==> src/rtl/instruction_memory_pkg.sv <==
// Shared types and constants for the instruction memory arbiter.
package instruction_memory_pkg;

  typedef enum logic {
    S_BOOT = 1'b0,
    S_RUN  = 1'b1
  } imem_state_t;

  typedef enum logic [1:0] {
    GRANT_NONE  = 2'd0,
    GRANT_FETCH = 2'd1,
    GRANT_LOAD  = 2'd2
  } imem_grant_t;

  localparam logic [31:0] NOP_INSTRUCTION = 32'h0000_0013;

  // True when a byte address is misaligned or beyond the memory.
  function automatic logic addr_bad(input logic [31:0] addr, input int abits);
    return (addr[1:0] != 2'b00) || ((addr >> abits) != 32'd0);
  endfunction

endpackage

==> src/rtl/imem_rr_arbiter2.sv <==
// Two-requester round-robin grant (fetch vs load). The pointer only
// advances on a conflict, so the first conflict after reset grants fetch
// and later conflicts alternate; a lone requester is always granted.
module imem_rr_arbiter2
  import instruction_memory_pkg::*;
(
  input  logic        clk,
  input  logic        reset,
  input  logic        fetch_req,
  input  logic        load_req,
  output imem_grant_t grant
);

  logic prefer_load_q, prefer_load_d;

  // Grant selection and pointer update.
  always_comb begin
    grant         = GRANT_NONE;
    prefer_load_d = prefer_load_q;
    if (fetch_req && load_req) begin
      grant         = prefer_load_q ? GRANT_LOAD : GRANT_FETCH;
      prefer_load_d = ~prefer_load_q;
    end else if (fetch_req) begin
      grant = GRANT_FETCH;
    end else if (load_req) begin
      grant = GRANT_LOAD;
    end
  end

  // Last-grant pointer, fetch-first out of reset.
  always_ff @(posedge clk or posedge reset) begin
    if (reset) prefer_load_q <= 1'b0;
    else       prefer_load_q <= prefer_load_d;
  end

endmodule

==> src/rtl/instruction_memory_arbiter.sv <==
// Boot/run sequencer and port arbiter for the single-port instruction memory.
// Optional feature macro: IMEM_RUNTIME_LOAD_EN (loads allowed in S_RUN,
// round-robin between fetch and load on conflict).
// Handshake: a port transfers in any cycle where request and ready are both
// high; ready is combinational from request and never depends on anything
// downstream. Fetch results appear exactly one cycle after the transfer.
module instruction_memory_arbiter
  import instruction_memory_pkg::*;
#(
  parameter int memory_size         = 1024,
  parameter int memory_address_bits = $clog2(memory_size)
) (
  input  logic                           clk,
  input  logic                           reset,
  input  logic                           fetch_request,
  input  logic [31:0]                    fetch_pc,
  output logic                           fetch_ready,
  output logic                           fetch_valid,
  output logic [31:0]                    fetch_instruction,
  output logic                           fetch_fault,
  input  logic                           load_request,
  input  logic [31:0]                    load_address,
  input  logic [31:0]                    load_data,
  output logic                           load_ready,
  input  logic                           load_done,
  output logic                           load_fault,
  output logic                           core_run,
  output logic                           mem_read_enable,
  output logic                           mem_write_enable,
  output logic [memory_address_bits-3:0] mem_address,
  output logic [31:0]                    mem_write_data,
  input  logic [31:0]                    mem_read_data,
  output imem_state_t                    debug_state
);

  imem_state_t state_q, state_d;
  logic        core_run_q, core_run_d;
  logic        fetch_valid_q, fetch_valid_d;
  logic        fetch_fault_q, fetch_fault_d;
  logic        load_fault_q, load_fault_d;
  logic [31:0] instr_hold_q, instr_hold_d;
  imem_grant_t grant;
  logic        fetch_bad, load_bad;

  assign fetch_bad = addr_bad(fetch_pc, memory_address_bits);
  assign load_bad  = addr_bad(load_address, memory_address_bits);

`ifdef IMEM_RUNTIME_LOAD_EN
  imem_grant_t rr_grant;

  imem_rr_arbiter2 u_rr (
    .clk       (clk),
    .reset     (reset),
    .fetch_req (fetch_request && (state_q == S_RUN)),
    .load_req  (load_request && (state_q == S_RUN)),
    .grant     (rr_grant)
  );

  // Run phase shares the port round-robin; boot phase serves only loads.
  always_comb begin
    grant = GRANT_NONE;
    if (state_q == S_RUN) grant = rr_grant;
    else if (load_request) grant = GRANT_LOAD;
  end
`else
  // Run phase serves only fetches; boot phase serves only loads.
  always_comb begin
    grant = GRANT_NONE;
    if (state_q == S_RUN) begin
      if (fetch_request) grant = GRANT_FETCH;
    end else if (load_request) begin
      grant = GRANT_LOAD;
    end
  end
`endif

  assign fetch_ready      = (grant == GRANT_FETCH);
  assign load_ready       = (grant == GRANT_LOAD);
  assign mem_read_enable  = fetch_ready && !fetch_bad;
  assign mem_write_enable = load_ready && !load_bad;
  assign mem_address      = load_ready ? load_address[memory_address_bits-1:2]
                                       : fetch_pc[memory_address_bits-1:2];
  assign mem_write_data   = load_data;

  assign fetch_valid = fetch_valid_q;
  assign fetch_fault = fetch_fault_q;
  assign load_fault  = load_fault_q;
  assign core_run    = core_run_q;
  assign debug_state = state_q;

  // Read data is live in the response cycle, held afterwards.
  assign fetch_instruction = fetch_valid_q ?
                             (fetch_fault_q ? NOP_INSTRUCTION : mem_read_data) :
                             instr_hold_q;

  // Next-state: boot-to-run transition and one-cycle response flags.
  always_comb begin
    state_d       = state_q;
    core_run_d    = core_run_q;
    if ((state_q == S_BOOT) && load_done) begin
      state_d    = S_RUN;
      core_run_d = 1'b1;
    end
    fetch_valid_d = fetch_ready;
    fetch_fault_d = fetch_ready && fetch_bad;
    load_fault_d  = load_ready && load_bad;
    instr_hold_d  = fetch_instruction;
  end

  // FSM and registered outputs; reset drops any in-flight fetch.
  always_ff @(posedge clk or posedge reset) begin
    if (reset) begin
      state_q       <= S_BOOT;
      core_run_q    <= 1'b0;
      fetch_valid_q <= 1'b0;
      fetch_fault_q <= 1'b0;
      load_fault_q  <= 1'b0;
      instr_hold_q  <= 32'h0;
    end else begin
      state_q       <= state_d;
      core_run_q    <= core_run_d;
      fetch_valid_q <= fetch_valid_d;
      fetch_fault_q <= fetch_fault_d;
      load_fault_q  <= load_fault_d;
      instr_hold_q  <= instr_hold_d;
    end
  end

endmodule

==> config.mk <==
export PLATFORM = sky130hd
export DESIGN_NAME = instruction_memory_arbiter
export DESIGN_NICKNAME = d
export VERILOG_FILES = /design/src/rtl/instruction_memory_pkg.sv /design/src/rtl/imem_rr_arbiter2.sv /design/src/rtl/instruction_memory_arbiter.sv
export SDC_FILE = /design/constraint.sdc
export NUM_CORES = 1
export LEC_CHECK = 0
export BUFFER_PORTS_ARGS = -buffer_cell sky130_fd_sc_hd__buf_2
export CAP_MARGIN = 25
export CORE_MARGIN = 3
export CORE_UTILIZATION = 25
export CTS_BUF_LIST = sky130_fd_sc_hd__clkbuf_2 sky130_fd_sc_hd__clkbuf_4 sky130_fd_sc_hd__clkbuf_8
export DETAILED_ROUTE_END_ITERATION = 7
export GPL_TIMING_DRIVEN = 0
export SYNTH_ARGS = -nofsm -noshare
export SYNTH_HDL_FRONTEND = slang
export SYNTH_HIERARCHICAL = 1
export SYNTH_SLANG_ARGS = --single-unit
==> constraint.sdc <==
create_clock -name clk -period 1.3 [get_ports clk]
set_clock_uncertainty 0.15 [all_clocks]
set_input_delay 0.26 -clock clk [delete_from_list [all_inputs] [get_ports clk]]
set_output_delay 0.26 -clock clk [all_outputs]
set_load 0.01 [all_outputs]
==> impl_metrics.env, run 1 <==
export IMPL_status="complete, but fails checks"
export IMPL_violations="hold timing, setup timing"
export IMPL_regArea_um2=903
export IMPL_clkSinkCount=36
export IMPL_slew_headroom_pct=44.8
export IMPL_grt_pass1_vias=2094
export IMPL_worstHoldPathType="input port to async pin"
export IMPL_power_density_mw_per_mm2=781
export IMPL_drv_cap=0
export IMPL_multi_input_area_mm2=0.00102
export IMPL_cts_root_buffer="clkbuf_8"
export IMPL_pwr_share_seq_pct=37.0
export IMPL_h_tree_depth=2
export IMPL_finalNonFillerCells=541
export IMPL_min_period_over_period_pct=145
export IMPL_cts_tree="built"
export IMPL_dr_pass1_iters=4
export IMPL_crit_chain="buf_6 > nor2b_4 > buf_12 > buf_16 > nand2_4 > o21ai_2 > buf_2"
export IMPL_hold_viol=17
export IMPL_cpPeakStageDelay_ns=0.37
export IMPL_crit_fanout=6
export IMPL_synthTopCellsByArea="dfrtp_1 45%, buf_4 13%, o21ai_2 8.7%, nand2_2 6.2%, inv_1 5.9%"
export IMPL_fp_dieH_um=95.9
export IMPL_antennaDiodeCount=0
export IMPL_track_usage_pct=13.9
export IMPL_worstSetupPathType="flip-flop to output port"
export IMPL_peakVddDrop_uv=345
export IMPL_syn_nets=335
export IMPL_drive_gt1_share_pct=82.0
export IMPL_yosysSeqAreaShare_pct=44.6
export IMPL_cp_start_kind="flip-flop"
export IMPL_arrival_ns=1.48
export IMPL_tightestPinTransition_ns=0.827
export IMPL_synth_seq_cells=36
export IMPL_via_count=2253
export IMPL_hold_slack_ns=-0.0186
export IMPL_finish_utilization_pct=54.5
export IMPL_clk_path_buf_depth=2
export IMPL_die_x_um=95.9
export IMPL_rsz0062_at_grt="yes"
export IMPL_synth_edf_count=0
export IMPL_dieArea_mm2=0.00920
export IMPL_post_place_ws_ns=-0.441
export IMPL_power_frac_clock_pct=29.2
export IMPL_routedWlPerCell_um=13.9
export IMPL_yosys_area_top_type="dfrtp_1"
export IMPL_placed_area_mm2=0.00314
export IMPL_syn2layout_area_growth_pct=110
export IMPL_synth_most_common_cell="dfrtp_1"
export IMPL_hpwl_um=5350
export IMPL_crit_family="buffers and inverters"
export IMPL_syn_inst=202
export IMPL_drt_iter0_drc=31
export IMPL_antenna_left=0
export IMPL_clk_pin_slew_ns=0.07
export IMPL_antenna_found_initial=0
export IMPL_synth_ff_type="dfrtp_1"
export IMPL_insertion_delay_ns=0.28
export IMPL_drc=0
export IMPL_grt_max_degree=20
export IMPL_p_leak_nw=2.28
export IMPL_initial_core_util_pct=26.0
export IMPL_setup_violations=69
export IMPL_core_mm2=0.00777
export IMPL_crit_required_ns=0.89
export IMPL_rows=32
export IMPL_setup_ws_ns=-0.586
export IMPL_overflow=0
export IMPL_yosys_warnings=6
export IMPL_worst_path_buf_inv=4
export IMPL_timing_fmax_mhz=530
export IMPL_synthTopCellsByCount="36 x dfrtp_1, 34 x buf_4, 32 x inv_1"
export IMPL_syn_avg_cell_area_um2=10.0
export IMPL_p_sw_share_pct=27.6
export IMPL_final_max_slew_viol_count=0
export IMPL_gp_congestion=0.738
export IMPL_slowest_stage="dfrtp_1"
export IMPL_internal_power_mw=2.40
export IMPL_synth_cell_types=23
export IMPL_design_area_mm2=0.00424
export IMPL_synthArstFlopShare_pct=100
export IMPL_wl_um=7520
export IMPL_p_sw_uw=913
export IMPL_nFillCells=700
export IMPL_syn_area_mm2=0.00202
export IMPL_yosysTopAreaCellShare_pct=44.6
export IMPL_finalCriticalPeriod_ns=1.89
export IMPL_cts_buffers=5
export IMPL_viasPerCell=4.16
export IMPL_endpoint_kind="output port"
export IMPL_io_pins=214
export IMPL_portBuffers=181
export IMPL_comb_power_share_pct=33.8
export IMPL_grt_first_pass_wirelength_um=9880
export IMPL_nets=571
export IMPL_place_inst=486
power groups by stage:
stage	sequential [mW]	combinational (mW)	clock, mW
floorplan	1.24	0.399	0
global placement	1.24	0.745	0
detailed placement	1.25	0.763	0
CTS	1.22	0.954	1.01
global route	1.23	1.20	1.05
finish	1.22	1.12	0.966
sequential cells by signal (all words and copies together), names as in the netlist:
| name | count |
|---|---|
| load_fault | 1 |
| instr_hold_q | 32 |
| fetch_fault | 1 |
| core_run | 1 |
| fetch_valid | 1 |
timing repair:
item	CTS	global route
cloned	3	1
endpoints found under the setup margin	67	77
endpoints found under the hold margin	17	0
pin swaps	7	12
resized for setup	57	56
buffers inserted	27	17
logic make-up after synthesis:
kind of cell    share of synthesized area (%)
buf+inv                                  21.9
simple gates                             16.2
flops                                    44.6
compound gates                           12.9
mux                                      4.46
routing by layer:
| layer | track usage (%) | up-vias | wire, um |
|---|---|---|---|
| li1 | - | 1096 | - |
| met1 | 15.3 | 1039 | 2530 |
| met2 | 26.3 | 113 | 4310 |
| met3 | 4.22 | 5 | 629 |
| met4 | 2.84 | 0 | 49 |
| met5 | 0 | - | 0 |
layout make-up:
| type | instances | area share (%) |
|---|---|---|
| well taps | 102 | 3.01 |
| repair buffers | 229 | 37.7 |
| multi-input cells | 95 | 24.1 |
| plain buffers | 39 | 8.45 |
| clock inverters | 3 | 1.00 |
| flip-flops and latches | 36 | 21.3 |
| clock buffers | 5 | 1.62 |
| inverters | 32 | 2.84 |
layout by cell type, fill, tap and decap left out, types with 2 or more instances in the layout:
cell	instances
buf_12	5
buf_16	3
buf_2	155
buf_4	58
buf_6	44
clkbuf_16	2
clkbuf_8	6
dfrtp_1	34
dfrtp_2	2
inv_1	31
mux2_4	8
nand2_1	2
nand2_2	7
nand2_4	21
nand3b_1	2
nand4_1	2
nor2_4	2
nor4_1	3
nor4_2	7
nor4_4	3
o21a_1	2
o21ai_2	22
o21ai_4	7
o22a_1	3
path summary, 6_finish.rpt:
kind,startpoint,to,slack (ns),cells after the start
max,fetch_valid,fetch_instruction[19],-0.59,7
min,reset,instr_hold_q[6],-0.02,2
max reg2reg,fetch_valid,instr_hold_q[14],-0.23,8
min reg2reg,instr_hold_q[4],instr_hold_q[4],0.35,1
max in group asynchronous,reset,fetch_fault,0.44,3
min in group clk,load_done,core_run,0.01,2
stage by stage:
step / hold WS, ns / setup TNS [ns] / power [mW]
2_1_floorplan: 0.219 / -6.83 / 1.64
5_1_grt: 0.00274 / -31.94 / 3.49
6_report: -0.0186 / -27.41 / 3.31
3_3_place_gp: 0.303 / -27.15 / 1.99
3_5_place_dp: 0.301 / -13.18 / 2.01
4_1_cts: -0.0213 / -25.88 / 3.18
Power figures use the tool's default switching activity.
==> run 2: changes to the inputs <==
--- a/config.mk
+++ b/config.mk
@@ -7,11 +7,12 @@
 export LEC_CHECK = 0
 export BUFFER_PORTS_ARGS = -buffer_cell sky130_fd_sc_hd__buf_2
 export CAP_MARGIN = 25
-export CORE_MARGIN = 3
-export CORE_UTILIZATION = 25
+export CORE_AREA = 2 2 82 84
 export CTS_BUF_LIST = sky130_fd_sc_hd__clkbuf_2 sky130_fd_sc_hd__clkbuf_4 sky130_fd_sc_hd__clkbuf_8
 export DETAILED_ROUTE_END_ITERATION = 7
+export DIE_AREA = 0 0 84 86
 export GPL_TIMING_DRIVEN = 0
+export PLACE_DENSITY = 0.78
 export SYNTH_ARGS = -nofsm -noshare
 export SYNTH_HDL_FRONTEND = slang
 export SYNTH_HIERARCHICAL = 1
==> run 2 against run 1 <==
The flow still finishes with violations (hold timing, setup timing). First-iteration DRC count up 81%. Hold slack got worse by 0.0049 ns. Clock-buffer cell count is 3 higher. Largest power group unchanged. Sequential share of layout area is 1.1 points higher. Largest cell class unchanged. Die area decreased by 21%. Final area decreased by 5.0%.
==> impl_metrics.env, run 2 (synthesis results as in run 1) <==
export IMPL_setup_violations=68
export IMPL_tightestPinTransition_ns=0.787
export IMPL_clk_pin_slew_ns=0.07
export IMPL_cp_start_kind="flip-flop"
export IMPL_drc=0
export IMPL_reg2reg_slack_ns=-0.39
export IMPL_track_usage_pct=18.9
export IMPL_largest_reg_flops=32
export IMPL_portBuffers=181
export IMPL_violations="hold timing, setup timing"
export IMPL_top_register="instr_hold_q"
export IMPL_peakVddDrop_uv=484
export IMPL_postCtsHoldBufs=0
export IMPL_slew_headroom_pct=47.5
export IMPL_grt_first_pass_wirelength_um=10600
export IMPL_antennaDiodeCount=0
export IMPL_h_tree_depth=2
export IMPL_power_density_mw_per_mm2=778
export IMPL_routedWlPerCell_um=15.1
export IMPL_status="complete, but fails checks"
export IMPL_syn2layout_area_growth_pct=99.1
export IMPL_crit_required_ns=0.89
export IMPL_fp_dieH_um=86
export IMPL_grt_max_degree=20
export IMPL_r2r_cells=10
export IMPL_initial_core_util_pct=32.2
export IMPL_rr_startpoint="fetch_valid"
export IMPL_drv_cap=0
export IMPL_worstSetupPathType="flip-flop to output port"
export IMPL_timing_fmax_mhz=535
export IMPL_hold_viol=17
export IMPL_clk_path_buf_depth=2
export IMPL_crit_fanout=7
export IMPL_antenna_found_initial=0
export IMPL_grt_pass1_vias=2233
export IMPL_worstHoldPathType="input port to async pin"
export IMPL_design_area_mm2=0.00402
export IMPL_dr_pass1_iters=4
export IMPL_rows=29
export IMPL_multi_input_area_um2=986
export IMPL_dieArea_mm2=0.00722
export IMPL_arrival_ns=1.46
export IMPL_rsz0062_at_grt="yes"
export IMPL_cts_buffers=5
export IMPL_final_max_slew_viol_count=0
export IMPL_wl_um=7690
export IMPL_min_period_over_period_pct=144
export IMPL_nFillCells=493
export IMPL_regArea_um2=903
export IMPL_core_mm2=0.00628
export IMPL_finalCriticalPeriod_ns=1.87
export IMPL_gp_congestion=0.797
export IMPL_die_x_um=84
export IMPL_hpwl_um=5470
export IMPL_cts_tree="built"
export IMPL_endpoint_kind="output port"
export IMPL_placed_area_mm2=0.00311
export IMPL_antenna_left=0
export IMPL_hold_slack_ns=-0.0235
export IMPL_io_pins=214
export IMPL_overflow=0
export IMPL_drt_iter0_drc=56
export IMPL_insertion_delay_ns=0.28
export IMPL_drive_gt1_share_pct=80.8
export IMPL_post_place_ws_ns=-0.459
export IMPL_nets=564
export IMPL_setup_ws_ns=-0.569
export IMPL_p_leak_nw=2.22
export IMPL_via_count=2234
export IMPL_mostFrequentLayoutCell="buf_2"
export IMPL_r2r_end="instr_hold_q[31]"
export IMPL_layout_common_cells="163 x buf_2, 56 x buf_4, 34 x dfrtp_1"
export IMPL_viasPerCell=4.39
export IMPL_clkSinkCount=36
export IMPL_cts_root_buffer="clkbuf_8"
[run 2: cell count changes in the layout (fill, tap and decap cells not counted), moves of 2 or more]
cell,previous run,this run
nor4_1,3,7
nor4_2,7,3
nand2_2,7,4
buf_4,58,56
buf_6,44,32
mux2_4,8,3
mux2_2,0,5
buf_2,155,163
clkbuf_4,0,2
nand2_4,21,24
[run 2: final cells by class]
class	count	area share, %
plain buffers	38	8.49
well taps	77	2.39
repair buffers	223	36.7
inverters	32	3.05
flip-flops and latches	36	22.5
multi-input cells	95	24.5
clock buffers	8	2.43
[run 2: how the worst max path moves through the flow]
stage	start	endpoint	cells past startpoint
finish	fetch_valid	fetch_instruction[8]	7
global route	fetch_valid	fetch_instruction[8]	7
CTS	fetch_valid	fetch_instruction[22]	7
detailed placement	load_address[27]	mem_write_enable	5
global placement	reset	core_run	2
floorplan	core_run	mem_address[0]	2
[run 2: repair_timing]
action                                  4_1_cts  5_1_grt
pin swaps                                    10        8
gates cloned                                  3        0
buffers inserted                             28       17
endpoints found under the setup margin       67       76
gates resized for setup                      61       34
[run 2: power by group]
| group | switching, mW | internal [mW] | total [mW] | leakage, nW |
|---|---|---|---|---|
| combinational | 0.475 | 0.569 | 1.04 | 1.71 |
| clock | 0.386 | 0.474 | 0.860 | 0.0523 |
| sequential | 0.0239 | 1.20 | 1.23 | 0.452 |
| total | 0.885 | 2.24 | 3.13 | 2.22 |
[run 2: worst max-delay path: stages, from the launching register on]
cell	delay (ns)
dfrtp_1	0.38
buf_6	0.12
nor2b_4	0.12
buf_12	0.14
buf_12	0.14
nand2_2	0.06
o21ai_2	0.06
buf_2	0.14
[run 2: routing by layer]
| metal | GRT usage, % | part of all wire [%] |
|---|---|---|
| met3 | 4.33 | 6.5 |
| met4 | 4.99 | 1.1 |
| met1 | 21.8 | 37 |
| met2 | 35.3 | 56 |
| met5 | 0 | 0 |
[run 2: per-stage QoR]
stage / setup TNS [ns] / power, mW / hold WS (ns) / std cells / utilization [%]
floorplan: -6.83 / 1.64 / 0.219 / 202 / -
global placement: -27.06 / 1.98 / 0.303 / 460 / 49.1
detailed placement: -11.96 / 2.01 / 0.309 / 461 / 49.6
CTS: -25.79 / 3.04 / 0.00473 / 498 / 59.6
global route: -28.66 / 3.27 / 0.0257 / 509 / 64.1
finish: -25.84 / 3.13 / -0.0235 / 509 / 64.1
